[src/rtl/sqrt_sched_pkg.sv]
// Shared types, default widths and helpers for the sqrt_scheduler slice.
package sqrt_sched_pkg;

  typedef enum logic [1:0] {
    IDLE   = 2'd0,
    LAUNCH = 2'd1,
    WAIT   = 2'd2,
    RESP   = 2'd3
  } state_t;

  localparam int DEF_NUM_REQ        = 4;
  localparam int DEF_INT_WIDTH      = 8;
  localparam int DEF_FRAC_WIDTH     = 8;
  localparam int DEF_TIMEOUT_CYCLES = 64;

  function automatic int sqrt_sched_id_w(input int n);
    return $clog2(n);
  endfunction

endpackage

[src/rtl/sqrt_scheduler_rr_arbiter.sv]
// Combinational round-robin arbiter: one-hot grant, search begins at i_ptr.
module rr_arbiter
  import sqrt_sched_pkg::*;
#(
  parameter int NUM_REQ = DEF_NUM_REQ,
  parameter int IDW     = sqrt_sched_id_w(DEF_NUM_REQ)
) (
  input  logic [NUM_REQ-1:0] i_req,
  input  logic [IDW-1:0]     i_ptr,
  output logic [NUM_REQ-1:0] o_grant
);

  logic           w_found;
  logic [IDW-1:0] w_idx;

  always_comb begin
    o_grant = '0;
    w_found = 1'b0;
    w_idx   = '0;
    for (int k = 0; k < NUM_REQ; k++) begin
      w_idx = IDW'((int'(i_ptr) + k) % NUM_REQ);
      if (!w_found && i_req[w_idx]) begin
        o_grant[w_idx] = 1'b1;
        w_found        = 1'b1;
      end
    end
  end

endmodule

[src/rtl/sqrt_scheduler.sv]
// Round-robin scheduler sharing one iterative sqrt engine between NUM_REQ clients.
// Optional watchdog on engine runs: define SQRT_SCHED_TIMEOUT_EN.
module sqrt_scheduler
  import sqrt_sched_pkg::*;
#(
  parameter int NUM_REQ        = DEF_NUM_REQ,
  parameter int INT_WIDTH      = DEF_INT_WIDTH,
  parameter int FRAC_WIDTH     = DEF_FRAC_WIDTH,
  parameter int TIMEOUT_CYCLES = DEF_TIMEOUT_CYCLES,
  localparam int W             = INT_WIDTH + FRAC_WIDTH,
  localparam int IDW           = sqrt_sched_id_w(NUM_REQ)
) (
  input  logic                 clk,
  input  logic                 rst_n,
  input  logic [NUM_REQ-1:0]   req_valid,
  input  logic [NUM_REQ*W-1:0] req_data,
  output logic [NUM_REQ-1:0]   req_ready,
  output logic                 rsp_valid,
  input  logic                 rsp_ready,
  output logic [IDW-1:0]       rsp_id,
  output logic [W-1:0]         rsp_data,
  output logic                 rsp_err,
  output logic                 eng_start,
  output logic [W-1:0]         eng_x,
  input  logic                 eng_busy,
  input  logic                 eng_valid,
  input  logic [W-1:0]         eng_sqrt
);

  state_t               r_state;
  logic [IDW-1:0]       r_ptr;
  logic [IDW-1:0]       r_id;
  logic [W-1:0]         r_x;
  logic [W-1:0]         r_data;
  logic                 r_err;

  logic [NUM_REQ-1:0]   w_grant;
  logic [IDW-1:0]       w_gid;
  logic [W-1:0]         w_gdata;
  logic                 w_accept;
  logic                 w_wdog_exp;

  rr_arbiter #(
    .NUM_REQ (NUM_REQ),
    .IDW     (IDW)
  ) u_arb (
    .i_req   (req_valid),
    .i_ptr   (r_ptr),
    .o_grant (w_grant)
  );

  always_comb begin
    w_gid   = '0;
    w_gdata = '0;
    for (int i = 0; i < NUM_REQ; i++) begin
      if (w_grant[i]) begin
        w_gid   = IDW'(i);
        w_gdata = req_data[i*W +: W];
      end
    end
  end

  assign w_accept  = (r_state == IDLE) && (|w_grant);
  assign req_ready = (rst_n && r_state == IDLE) ? w_grant : '0;
  // Start stays up until busy is seen: the engine drops start in its post-result cycle.
  assign eng_start = rst_n && (r_state == LAUNCH) && !eng_busy;
  assign eng_x     = r_x;
  assign rsp_valid = rst_n && (r_state == RESP);
  assign rsp_id    = r_id;
  assign rsp_data  = r_data;
  assign rsp_err   = r_err;

`ifdef SQRT_SCHED_TIMEOUT_EN
  localparam int WDW = $clog2(TIMEOUT_CYCLES + 1);
  logic [WDW-1:0] r_wdog;

  always_ff @(posedge clk) begin
    if (!rst_n)
      r_wdog <= '0;
    else if (w_accept)
      r_wdog <= '0;
    else if (r_state == LAUNCH || r_state == WAIT)
      r_wdog <= r_wdog + 1'b1;
  end

  assign w_wdog_exp = (r_state == LAUNCH || r_state == WAIT) &&
                      (r_wdog == WDW'(TIMEOUT_CYCLES - 1));
`else
  assign w_wdog_exp = 1'b0;
`endif

  always_ff @(posedge clk) begin
    if (!rst_n) begin
      r_state <= IDLE;
      r_ptr   <= '0;
      r_id    <= '0;
      r_x     <= '0;
      r_data  <= '0;
      r_err   <= 1'b0;
    end else begin
      case (r_state)
        IDLE: if (w_accept) begin
          r_id <= w_gid;
          r_x  <= w_gdata;
          if (w_gdata[W-1]) begin
            r_data  <= '0;
            r_err   <= 1'b1;
            r_state <= RESP;
          end else begin
            r_state <= LAUNCH;
          end
        end
        LAUNCH: if (w_wdog_exp) begin
          r_data  <= '0;
          r_err   <= 1'b1;
          r_state <= RESP;
        end else if (eng_busy) begin
          r_state <= WAIT;
        end
        WAIT: if (eng_valid) begin
          r_data  <= eng_sqrt;
          r_err   <= 1'b0;
          r_state <= RESP;
        end else if (w_wdog_exp) begin
          r_data  <= '0;
          r_err   <= 1'b1;
          r_state <= RESP;
        end
        RESP: if (rsp_ready) begin
          r_ptr   <= (r_id == IDW'(NUM_REQ - 1)) ? '0 : r_id + 1'b1;
          r_state <= IDLE;
        end
        default: r_state <= IDLE;
      endcase
    end
  end

endmodule

[config.mk]
export PLATFORM = sky130hd
export DESIGN_NAME = sqrt_scheduler
export DESIGN_NICKNAME = d
export VERILOG_FILES = /design/src/rtl/sqrt_sched_pkg.sv /design/src/rtl/sqrt_scheduler_rr_arbiter.sv /design/src/rtl/sqrt_scheduler.sv
export SDC_FILE = /design/constraint.sdc
export NUM_CORES = 1
export LEC_CHECK = 0
export BUFFER_PORTS_ARGS = -buffer_cell sky130_fd_sc_hd__buf_2
export CORE_UTILIZATION = 45
export CTS_CLUSTER_DIAMETER = 150
export CTS_CLUSTER_SIZE = 24
export DETAILED_ROUTE_END_ITERATION = 8
export PLACE_DENSITY = 0.8
export SYNTH_ARGS = -nofsm -noshare
export SYNTH_HDL_FRONTEND = slang
export SYNTH_SLANG_ARGS = --single-unit
[constraint.sdc]
create_clock -name clk -period 4.8 [get_ports clk]
set_input_delay 1.44 -clock clk [delete_from_list [all_inputs] [get_ports clk]]
set_output_delay 1.44 -clock clk [all_outputs]
set_load 0.01 [all_outputs]
==> results.md <==
* Status: complete, no violations
* Largest net degree at the start of global routing at 63
* Vias per cell at 5.41
* FF-to-FF path depth at 9
* Clock share of power at 16.0%
* Die Ht at 75.4 µm
* Syn Nets at 387
* Crit end category: output port
* CORE AREA at 0.00514 mm²
* CTS tree: yes
* Final Util at 61.6%
* Sw power at 558 µW
* Max-slew headroom at 18.1%
* Reg2Reg Capture Point: eng_x[13]
* Post-synth cell types at 39
* Fillcell total at 494
* Sw Share at 41.1%
* DP HPWL at 4800 µm
* Skew final at 2.74 ps
* Area of the multi-input gates at 0.00149 mm²
* RSZ-0062 raised after global routing: false
* Sequential power share at 33.4%
* Final Setup Violations at 0
* Setup TNS at 0 ps
* Post-synthesis sequential area ratio at 32.2%
* Worst Path Arrival at 3170 ps
* Area Overhead vs Synth at 30.6%
* Pleak at 1.56 nW
* Fmax at 0.217 GHz
* DR WL/cell at 13.5 µm
* Clk sinks at 39
* Final Max Slew Viols at 0
* Worst IR drop on VDD at 0.173 mV
* Die area at 0.00569 mm²
* Worst-path maximum fanout at 8
* First drt pass iteration count at 7
* Number of I/O pins at 130
* Post-Synthesis Cells at 286
* Max Cap Viol at 0
* DRC viols at 0
* Grt ovf at 0
* Number of global-route vias before repair at 2158
* Critical path class: input pin to output port
* Rows at 26
* Hold Path Stages at 2
* IO buf count at 129
* Diodes inserted at 0
* Nets at 504
* Power per cell area at 428 mW/mm²
* Number of synthesized register bits at 39
* Minimum clock period at 4610 ps
* Hold Violations, Final at 0
* Fraction of layout cells with a size suffix above 1 at 37.1%
* Combinational power share at 50.7%
* Hold path start: rsp_data[7]
* DR vias at 2565
* Period utilization at 96.1%
* FF/Latch Area at 781 µm²
* Finished Layout Cells at 474
* Antenna-violating nets left at 0
* First-pass GRT wire length at 9310 µm
* Worst-Skew Late Latency at 280 ps
* CTS Buf Count at 5
* Hold EP: rsp_data[7]
* Final Routed Wirelength at 6410 µm
* Initial Utilization at 47.2%
* Req. time, crit path at 3360 ps
* Max clock buf depth at 2
* Initial antenna violation count at 0
* Post-synth design cell area at 0.00243 mm²
* Synth Area per Inst at 8.48 µm²
* Root buffer cell: clkbuf_8
* GRT Total Usage at 21.1%
* 1st-iter DRT viols at 85
* Clock transition at the registers of the reported paths at 80 ps
* YS warnings at 0
* Reg-to-Reg Start: r_ptr[1]
* CTS H-tree lvls at 2
* Routability cong. at 0.859
* Placed Instances at 466
* Critical Path Source Type: input pin
* Die X at 75.4 µm
* Internal reg-to-reg setup slack at 750 ps
* Slew @ Worst Pin at 1220 ps
* Kind of path behind the tightest hold check: register to register
* Int Power at 798 µW
## cells by family (layout without fill, tap and decap cells)
group / after synthesis / after routing / share of synthesized area, %
AO/OA/AOI/OAI: 93 / 93 / 26.9
adder cells (fa/ha/maj): 12 / 12 / 6.19
buffers and inverters: 34 / 152 / 6.70
flip-flops: 39 / 39 / 32.2
multiplexers: 21 / 21 / 10.9
AND/OR/NAND/NOR: 87 / 87 / 17.2
## registers in the layout (all words and copies together) (netlist names)
register	cells
eng_x	16
rsp_data	16
r_ptr	2
r_state	2
rsp_id	2
rsp_err	1
## worst max-delay path by stage
stage / start / end / slack, ps
5_1_grt: req_valid[3] / req_ready[2] / 90
3_3_place_gp: req_valid[3] / req_ready[2] / 220
4_1_cts: req_valid[3] / req_ready[2] / 180
3_5_place_dp: req_valid[3] / req_ready[2] / 180
2_1_floorplan: req_valid[3] / req_ready[2] / 460
6_report: req_valid[3] / req_ready[1] / 190
## final cells by class
class | instances | area share [%]
flip-flops and latches | 39 | 24.6
multi-input cells | 213 | 47.2
inverters | 11 | 1.30
repair buffers | 133 | 21.3
well taps | 70 | 2.76
clock buffers | 5 | 2.17
clock inverters | 3 | 0.632
## worst max-delay path, stage by stage
cell	delay, ps
buf_2	110
mux4_1	640
or2_1	310
o211ai_1	320
nand2_1	120
nor2_1	100
buf_2	130
## synthesized netlist by cell type
cell | number | area (µm²)
a41oi_1 | 1 | 8.76
or2_2 | 1 | 6.26
buf_6 | 2 | 22.5
a31o_2 | 2 | 17.5
a311oi_1 | 1 | 8.76
a221oi_1 | 15 | 131
buf_1 | 1 | 3.75
nand3b_4 | 1 | 20.0
o221ai_1 | 1 | 8.76
o311a_1 | 1 | 10.0
buf_12 | 1 | 20.0
o211ai_1 | 2 | 15.0
a211oi_1 | 1 | 7.51
nor3b_1 | 1 | 7.51
mux4_2 | 3 | 67.6
nand2b_1 | 4 | 25.0
a31oi_1 | 3 | 18.8
mux4_1 | 1 | 26.3
and2_1 | 3 | 18.8
a21oi_1 | 10 | 50.1
clkbuf_1 | 16 | 60.1
or3b_1 | 1 | 8.76
buf_2 | 3 | 15.0
a21o_1 | 16 | 120
nor2_1 | 8 | 30.0
nor3_1 | 2 | 10.0
nand3_1 | 21 | 105
nor2b_1 | 4 | 25.0
o31ai_1 | 15 | 113
a21boi_0 | 1 | 7.51
a221o_1 | 3 | 30.0
nand2_1 | 39 | 146
inv_1 | 11 | 41.3
o21ai_0 | 21 | 105
or2_1 | 1 | 6.26
dfxtp_1 | 39 | 781
mux2i_1 | 17 | 170
ha_1 | 12 | 150
nand3b_1 | 1 | 7.51
## power groups by stage
stage / clock network (mW) / logic, mW / registers, mW
after global routing: 0.239 / 0.760 / 0.466
after CTS: 0.223 / 0.690 / 0.453
after detailed placement: 0 / 0.689 / 0.459
after floorplan: 0 / 0.481 / 0.492
after global placement: 0 / 0.676 / 0.455
final: 0.217 / 0.687 / 0.452
## routing by layer
layer	wire length (µm)	track usage [%]	share of wire, %
met3	467	5.29	7.3
met2	3090	37.6	48
met4	84	8.02	1.3
met1	2770	24.2	43
met5	0	0	0
## placed cells by master (no fill, tap or decap), drive strengths merged, types with 3 or more instances in the layout
cell / instances
ha: 12
nor2b: 4
o31ai: 15
nand3: 21
a21oi: 10
clkbuf: 5
nor2: 8
o21ai: 21
buf: 133
a21o: 16
nand2b: 4
and2: 3
inv: 11
mux4: 4
a221o: 3
dfxtp: 39
mux2i: 17
a221oi: 15
a31oi: 3
nand2: 39
## through the flow
stage / power [mW] / hold slack (ps) / instance area (µm²) / setup slack, ps
CTS: 1.37 / 459 / 3160 / 177
detailed placement: 1.15 / 448 / 3070 / 183
global placement: 1.13 / 440 / 3070 / 218
floorplan: 0.972 / 470 / 2430 / 464
finish: 1.36 / 458 / 3170 / 187
global route: 1.47 / 480 / 3170 / 94.5
## timing repair
item                                    CTS  global route
resized for setup                         0             1
endpoints found under the setup margin    0             1
buffers inserted                          0             0
hold buffers                              0             0
Note: power is estimated with default switching activity, not from simulation.
